File: config.mk
export PLATFORM = sky130hd
export DESIGN_NAME = control_input_decoder
export DESIGN_NICKNAME = d
export VERILOG_FILES = /design/src/rtl/control_input_decoder.sv
export SDC_FILE = /design/constraint.sdc
export NUM_CORES = 1
export LEC_CHECK = 0
export CAP_MARGIN = 20
export CELL_PAD_IN_SITES_DETAIL_PLACEMENT = 0
export CELL_PAD_IN_SITES_GLOBAL_PLACEMENT = 1
export CORE_MARGIN = 2
export CORE_UTILIZATION = 40
export CTS_BUF_LIST = sky130_fd_sc_hd__clkbuf_2 sky130_fd_sc_hd__clkbuf_4 sky130_fd_sc_hd__clkbuf_8
export DETAILED_ROUTE_END_ITERATION = 6
export PLACE_DENSITY_LB_ADDON = 0.1
export RECOVER_POWER = 50
export SLEW_MARGIN = 40
export SYNTH_ARGS = -nofsm -noshare
export SYNTH_HDL_FRONTEND = slang
export SYNTH_SLANG_ARGS = --single-unit
export TNS_END_PERCENT = 100
File: constraint.sdc
create_clock -name clk -period 4.8 [get_ports clk]
set_input_delay 1.44 -clock clk [delete_from_list [all_inputs] [get_ports clk]]
set_output_delay 1.44 -clock clk [all_outputs]
set_load 0.005 [all_outputs]
File: src/rtl/control_input_decoder.sv
// Front-panel input decoder for the scaler control path.
// Synchronizes and debounces the zoom keys, decodes the algorithm switches, tracks
// the zoom exponent, and raises the error flags and apply strobe.
// Optional build macro: ZOOM_ERR_TIMEOUT_EN (auto-clears invalid_zoom_error after
// ERR_TIMEOUT_CYCLES cycles spent in the zoom-error state).
module control_input_decoder #(
    parameter int unsigned DEBOUNCE_CYCLES    = 1000000,
    parameter int unsigned MAX_ZOOM_EXP       = 2,
    parameter int unsigned ERR_TIMEOUT_CYCLES = 150000000
) (
    input  logic       clk,
    input  logic       reset,
    input  logic [3:0] SW,
    input  logic [1:0] KEY,
    output logic [1:0] algorithm_select,
    output logic [2:0] zoom_exp,
    output logic       invalid_zoom_error,
    output logic       multiple_switches_error,
    output logic       no_switch_selected_error,
    output logic       apply_pulse
);

    localparam int unsigned DbW = (DEBOUNCE_CYCLES > 1) ? $clog2(DEBOUNCE_CYCLES) : 1;
    localparam logic [DbW-1:0] DbLast = DbW'(DEBOUNCE_CYCLES - 1);
    localparam logic signed [3:0] MaxZ = 4'(MAX_ZOOM_EXP);

    typedef enum logic [0:0] {StRun, StZerr} state_e;

    logic [3:0]     sw_meta_q, sw_sync_q;
    logic [1:0]     key_meta_q, key_sync_q;
    logic [1:0]     key_acc_q, press_q;
    logic [DbW-1:0] db_cnt_q [2];
    logic           no_sw_q, multi_sw_q;
    logic [1:0]     alg_q;
    logic [2:0]     zoom_q;
    logic           apply_q;
    state_e         state_q, state_d;

    logic [2:0]        sw_count;
    logic              sw_onehot;
    logic [1:0]        sw_index;
    logic              alg_change, req_in, req_out, request, req_valid, req_invalid;
    logic signed [3:0] zoom_ext, zoom_hi, zoom_lo;

    // Two-flop synchronizers for the raw board inputs.
    always_ff @(posedge clk) begin
        if (!reset) begin
            sw_meta_q  <= 4'b0000;
            sw_sync_q  <= 4'b0000;
            key_meta_q <= 2'b11;
            key_sync_q <= 2'b11;
        end else begin
            sw_meta_q  <= SW;
            sw_sync_q  <= sw_meta_q;
            key_meta_q <= KEY;
            key_sync_q <= key_meta_q;
        end
    end

    // Per-key debounce; press_q pulses for one cycle on an accepted 1->0 flip.
    always_ff @(posedge clk) begin
        if (!reset) begin
            key_acc_q <= 2'b11;
            press_q   <= 2'b00;
            for (int k = 0; k < 2; k++) db_cnt_q[k] <= '0;
        end else begin
            for (int k = 0; k < 2; k++) begin
                press_q[k] <= 1'b0;
                if (key_sync_q[k] == key_acc_q[k]) begin
                    db_cnt_q[k] <= '0;
                end else if (db_cnt_q[k] == DbLast) begin
                    key_acc_q[k] <= key_sync_q[k];
                    db_cnt_q[k]  <= '0;
                    press_q[k]   <= key_acc_q[k];
                end else begin
                    db_cnt_q[k] <= db_cnt_q[k] + 1'b1;
                end
            end
        end
    end

    // Switch decode and zoom request qualification.
    always_comb begin
        sw_count = {2'b00, sw_sync_q[0]} + {2'b00, sw_sync_q[1]}
                 + {2'b00, sw_sync_q[2]} + {2'b00, sw_sync_q[3]};
        sw_onehot = (sw_count == 3'd1);
        case (sw_sync_q)
            4'b0010: sw_index = 2'd1;
            4'b0100: sw_index = 2'd2;
            4'b1000: sw_index = 2'd3;
            default: sw_index = 2'd0;
        endcase
        alg_change = sw_onehot && (sw_index != alg_q);
        // Presses are dropped during switch errors and lose to an algorithm change.
        req_in   = press_q[0] && sw_onehot && !alg_change;
        req_out  = press_q[1] && sw_onehot && !alg_change;
        request  = req_in || req_out;
        zoom_ext = {zoom_q[2], zoom_q};
        zoom_hi  = alg_q[1] ? 4'sd0 : MaxZ;
        zoom_lo  = alg_q[1] ? -MaxZ : 4'sd0;
        // z+1 <= hi  <=>  z < hi;  z-1 >= lo  <=>  z > lo.  Both keys at once is invalid.
        req_valid   = (req_in && !req_out && (zoom_ext < zoom_hi))
                   || (req_out && !req_in && (zoom_ext > zoom_lo));
        req_invalid = request && !req_valid;
    end

    // Registered switch error flags.
    always_ff @(posedge clk) begin
        if (!reset) begin
            no_sw_q    <= 1'b0;
            multi_sw_q <= 1'b0;
        end else begin
            no_sw_q    <= (sw_count == 3'd0);
            multi_sw_q <= (sw_count > 3'd1);
        end
    end

    // Held algorithm, zoom exponent and apply strobe.
    always_ff @(posedge clk) begin
        if (!reset) begin
            alg_q   <= 2'd0;
            zoom_q  <= 3'd0;
            apply_q <= 1'b0;
        end else begin
            apply_q <= alg_change || req_valid;
            if (alg_change) begin
                alg_q  <= sw_index;
                zoom_q <= 3'd0;
            end else if (req_valid) begin
                zoom_q <= req_in ? zoom_q + 3'd1 : zoom_q - 3'd1;
            end
        end
    end

`ifdef ZOOM_ERR_TIMEOUT_EN
    localparam int unsigned ErrW = (ERR_TIMEOUT_CYCLES > 1) ? $clog2(ERR_TIMEOUT_CYCLES) : 1;
    localparam logic [ErrW-1:0] ErrLast = ErrW'(ERR_TIMEOUT_CYCLES - 1);

    logic [ErrW-1:0] err_cnt_q, err_cnt_d;
    logic            err_expired;

    // Timeout counter runs only while idling in the error state; any request restarts it.
    always_comb begin
        err_expired = (state_q == StZerr) && !request && (err_cnt_q == ErrLast);
        err_cnt_d   = '0;
        if (state_q == StZerr && !request && !alg_change && !err_expired) begin
            err_cnt_d = err_cnt_q + 1'b1;
        end
    end

    // Timeout counter register.
    always_ff @(posedge clk) begin
        if (!reset) err_cnt_q <= '0;
        else        err_cnt_q <= err_cnt_d;
    end
`endif

    // FSM state register.
    always_ff @(posedge clk) begin
        if (!reset) state_q <= StRun;
        else        state_q <= state_d;
    end

    // FSM next-state logic.
    always_comb begin
        state_d = state_q;
        unique case (state_q)
            StRun: begin
                if (req_invalid) state_d = StZerr;
            end
            StZerr: begin
                if (alg_change || req_valid) state_d = StRun;
`ifdef ZOOM_ERR_TIMEOUT_EN
                else if (err_expired) state_d = StRun;
`endif
            end
            default: state_d = StRun;
        endcase
    end

    // FSM and datapath outputs.
    always_comb begin
        invalid_zoom_error       = (state_q == StZerr);
        algorithm_select         = alg_q;
        zoom_exp                 = zoom_q;
        multiple_switches_error  = multi_sw_q;
        no_switch_selected_error = no_sw_q;
        apply_pulse              = apply_q;
    end

endmodule

==> summary.txt <==
Status
  • Status: finished, final reports clean

Worst hold path
  • Sink of the worst hold path: key_sync_q[0]
  • Class of the tightest hold or removal check: flip-flop to flip-flop
  • Hold path depth: 1
  • Hold wc startpoint: key_meta_q[0]

STA
  • Worst hold slack: 0.401 ns
  • Count of endpoints failing setup in the final report: 0
  • Tightest Pin Transition: 0.954 ns
  • Total Neg Setup Slack: 0 ns
  • Post-route fraction of the period consumed by the critical path: 0.755
  • Minimum period implied by the final worst setup slack: 3.62 ns
  • Unrepaired setup endpoints after global routing: false
  • Highest clock rate: 276 MHz
  • Final number of max-transition violations: 0
  • Relative slew margins: 0.364
  • Number of endpoints with negative hold slack in the final report: 0
  • Final setup skew: 0.00977 ns

Synthesis
  • Cell taking the most area after synthesis: edfxtp_1
  • Xor and xnor area share after synthesis: 0.103
  • Cells taking the most area after synthesis: edfxtp_1, dfxtp_1, xor2_1
  • Fraction of the mapped netlist area in compound gates: 0.0584
  • Synthesis Warnings: 0
  • Most repeated cell in the gate-level netlist after synthesis: nor2_1
  • Area fraction of the dominant cell type after synthesis: 0.362
  • Primary flip-flop cell chosen by synthesis mapping: edfxtp_1
  • Distinct cells, synth: 50
  • Proportion of synthesized flip-flops having asynchronous set or reset: 0
  • Simple-Gate Fraction of Synth Area: 0.236
  • Mean cell area of the mapped netlist: 10.3 um^2
  • Arithmetic-cell share of the synthesized area counting full adders, half adders and majority gates: 0.0498
  • Top cells by instance count after synthesis: nor2_1, edfxtp_1, xor2_1
  • Flops & latches, synth: 65
  • Post-synth EDFFs: 40
  • Sequential share of the synthesized area: 0.513
  • Dominant combinational cell family by area after synthesis: simple AND/OR/NAND/NOR gates
  • Post-synthesis cell area: 3320 um^2
  • Mux contribution to synthesized area: 0.00905
  • Count of mapped cells out of synthesis: 323

Detailed routing
  • Initial DRT Pass Iterations: 4
  • Drt via density: 4.76
  • Number of nets with antenna violations after detailed routing: 0
  • Routed WL per cell: 11.3 um
  • Wire length after detailed routing: 5.54 mm
  • Vias after detailed routing: 2336
  • DRC: 0
  • Initial detailed-routing violation count: 96

Floorplanning
  • Vertical extent of the die: 95.1 um
  • Std-Cell Rows: 33
  • Die ar.: 9040 um^2
  • Initial Utilization: 0.408
  • Number of placed I/O pins: 17
  • Core area: 8130 um^2
  • DIE WIDTH: 95.1 um

Cells and area
  • Final non-filler cell total: 491
  • Finished layout cell area: 3950 um^2
  • Post-layout utilization of the core: 0.485
  • Total inserted antenna cells: 0
  • Share of final-layout standard cells stronger than drive strength 1: 0.0648
  • Count of nets after finishing: 401
  • Signed area change from the synthesized netlist to the final layout: 19.0%

CTS
  • Number of levels the H-tree was split into: 3
  • # resized after CTS: 0
  • CTS Root Buffer Type: clkbuf_8
  • Clock tree from TritonCTS: done
  • Skew-Pair Late Insertion Delay: 0.33 ns
  • Post-CTS repair timing setup buffer count: 0
  • Cts hold-fix bufs: 0
  • CTS Buf Count: 9
  • Reg clk slew, reported paths: 0.07 ns
  • Number of clock sinks: 65
  • Clock Path Buffers: 2

Setup path
  • Chain of cells forming the critical path: inv_1 -> fa_1 -> inv_1 -> ha_1 -> inv_1 -> ha_1 -> or3b_1 -> a311oi_2 -> a21o_2 -> nand2_1 -> fa_1 -> xnor2_1 -> a31o_1 -> a21oi_1
  • Worst r2r src: sw_sync_q[3]
  • Buffers and inverters on the worst path: 3
  • Critical path peak fanout: 9
  • Required arrival time at the worst endpoint: 5.01 ns
  • Worst EP arrival: 3.84 ns
  • FF-to-FF End: zoom_exp[2]
  • Critical Path Sink Type: flip-flop
  • Cell at the slowest stage of the critical path: dfxtp_1
  • Most Frequent Cell on Critical Path: inv_1
  • Flop-to-flop setup slack: 1.18 ns
  • Delay of the slowest critical-path stage: 0.51 ns
  • Class of the most critical setup path: flip-flop to flip-flop
  • R2R depth: 14
  • Cell type group with the largest total delay on the critical path: adder cells
  • Category of the worst setup path launch point: flip-flop

Global routing
  • Vias in the first global route: 2201
  • Global route overflow: 0
  • Total routing usage reported by global routing: 0.140
  • First-pass GRT wire length: 9.81 mm
  • Pin count of the biggest net entering global routing: 26
  • Antenna violations before repair: 0

Power
  • Leak Pwr: 1.40 nW
  • Highest ir drop seen on vdd: 0.185 mV
  • Power density over the cells: 309 nW/um^2

Placed design
  • Total half-perimeter wirelength after legalization and detailed placement: 3.93 mm
  • Number of cells after detailed placement: 475
  • Placer Congestion: 0.813
  • I/O Buffers: 16
  • Cell Area, Placed: 3720 um^2

Flow run
  • Maximum capacitance violations: 0
registers in the layout (all words and copies together) (netlist names):
signal                    flops
sw_meta_q                     4
no_switch_selected_error      1
apply_pulse                   1
zoom_exp                      3
key_sync_q                    2
multiple_switches_error       1
key_meta_q                    2
sw_sync_q                     4
key_acc_q                     2
invalid_zoom_error            1
db_cnt_q                     40
algorithm_select              2
press_q                       2
power breakdown:
| group | total (mW) | switching (mW) | internal (mW) |
|---|---|---|---|
| clock | 0.505 | 0.202 | 0.302 |
| combinational | 0.0784 | 0.0401 | 0.0383 |
| sequential | 0.636 | 0.0212 | 0.614 |
per-stage QoR:
stage | worst slack, ns | power, mW
3_5_place_dp | 1.18 | 0.727
4_1_cts | 1.17 | 1.24
2_1_floorplan | 1.43 | 0.701
3_3_place_gp | 1.29 | 0.726
6_report | 1.18 | 1.22
5_1_grt | 0.942 | 1.27
layout make-up:
class / count / area (um^2)
inverter: 14 / 52.6
multi-input combinational: 273 / 1670
fill: 798 / 4190
clock inverter: 2 / 35.0
timing repair buffer: 18 / 168
sequential: 65 / 1700
clock buffer: 14 / 186
tap: 105 / 131
per-layer routing:
metal,up-vias,share of wire,GRT usage
met5,-,0,0
met4,0,0.016,0.0616
met3,8,0.022,0.0308
met2,16,0.45,0.224
met1,1096,0.51,0.181
li1,1216,-,-
cells by family after synthesis:
logic type / Yosys count
buffers and inverters: 24
adder cells (fa/ha/maj): 12
XOR/XNOR: 39
flip-flops: 65
multiplexers: 3
AND/OR/NAND/NOR: 151
other: 1
AO/OA/AOI/OAI: 28
worst reg2reg max path: stages, from the launching register on:
cell	delay, ns
dfxtp_1	0.51
inv_1	0.10
fa_1	0.48
inv_1	0.04
ha_1	0.19
inv_1	0.06
ha_1	0.23
or3b_1	0.49
a311oi_2	0.33
a21o_2	0.20
nand2_1	0.08
fa_1	0.38
xnor2_1	0.22
a31o_1	0.17
a21oi_1	0.05
layout by cell type, fill, tap and decap left out, types with 3 or more instances in the layout:
master,netlist,final
nor2_1,52,52
edfxtp_1,40,40
conb_1,1,40
xor2_1,26,26
dfxtp_1,25,25
nand3_1,21,20
nand2_1,17,17
clkdlybuf4s50_1,0,15
inv_1,14,14
xnor2_1,13,13
clkbuf_8,0,13
nand4_1,12,12
ha_1,10,10
and2_1,9,7
o21ai_0,7,7
nand2b_1,6,6
a21oi_1,6,6
and3_1,5,5
nor4_1,5,4
nor3_1,4,4
mux2i_1,3,3
nor2b_1,3,3
how the worst max path moves through the flow:
| stage | from | to | depth (start not counted) |
|---|---|---|---|
| finish | sw_sync_q[3] | zoom_exp[2] | 14 |
| global route | sw_sync_q[3] | zoom_exp[2] | 14 |
| CTS | sw_sync_q[3] | zoom_exp[2] | 14 |
| detailed placement | sw_sync_q[3] | zoom_exp[2] | 14 |
| global placement | sw_sync_q[3] | zoom_exp[2] | 14 |
| floorplan | sw_sync_q[3] | zoom_exp[2] | 16 |
Note: power is estimated with default switching activity, not from simulation.
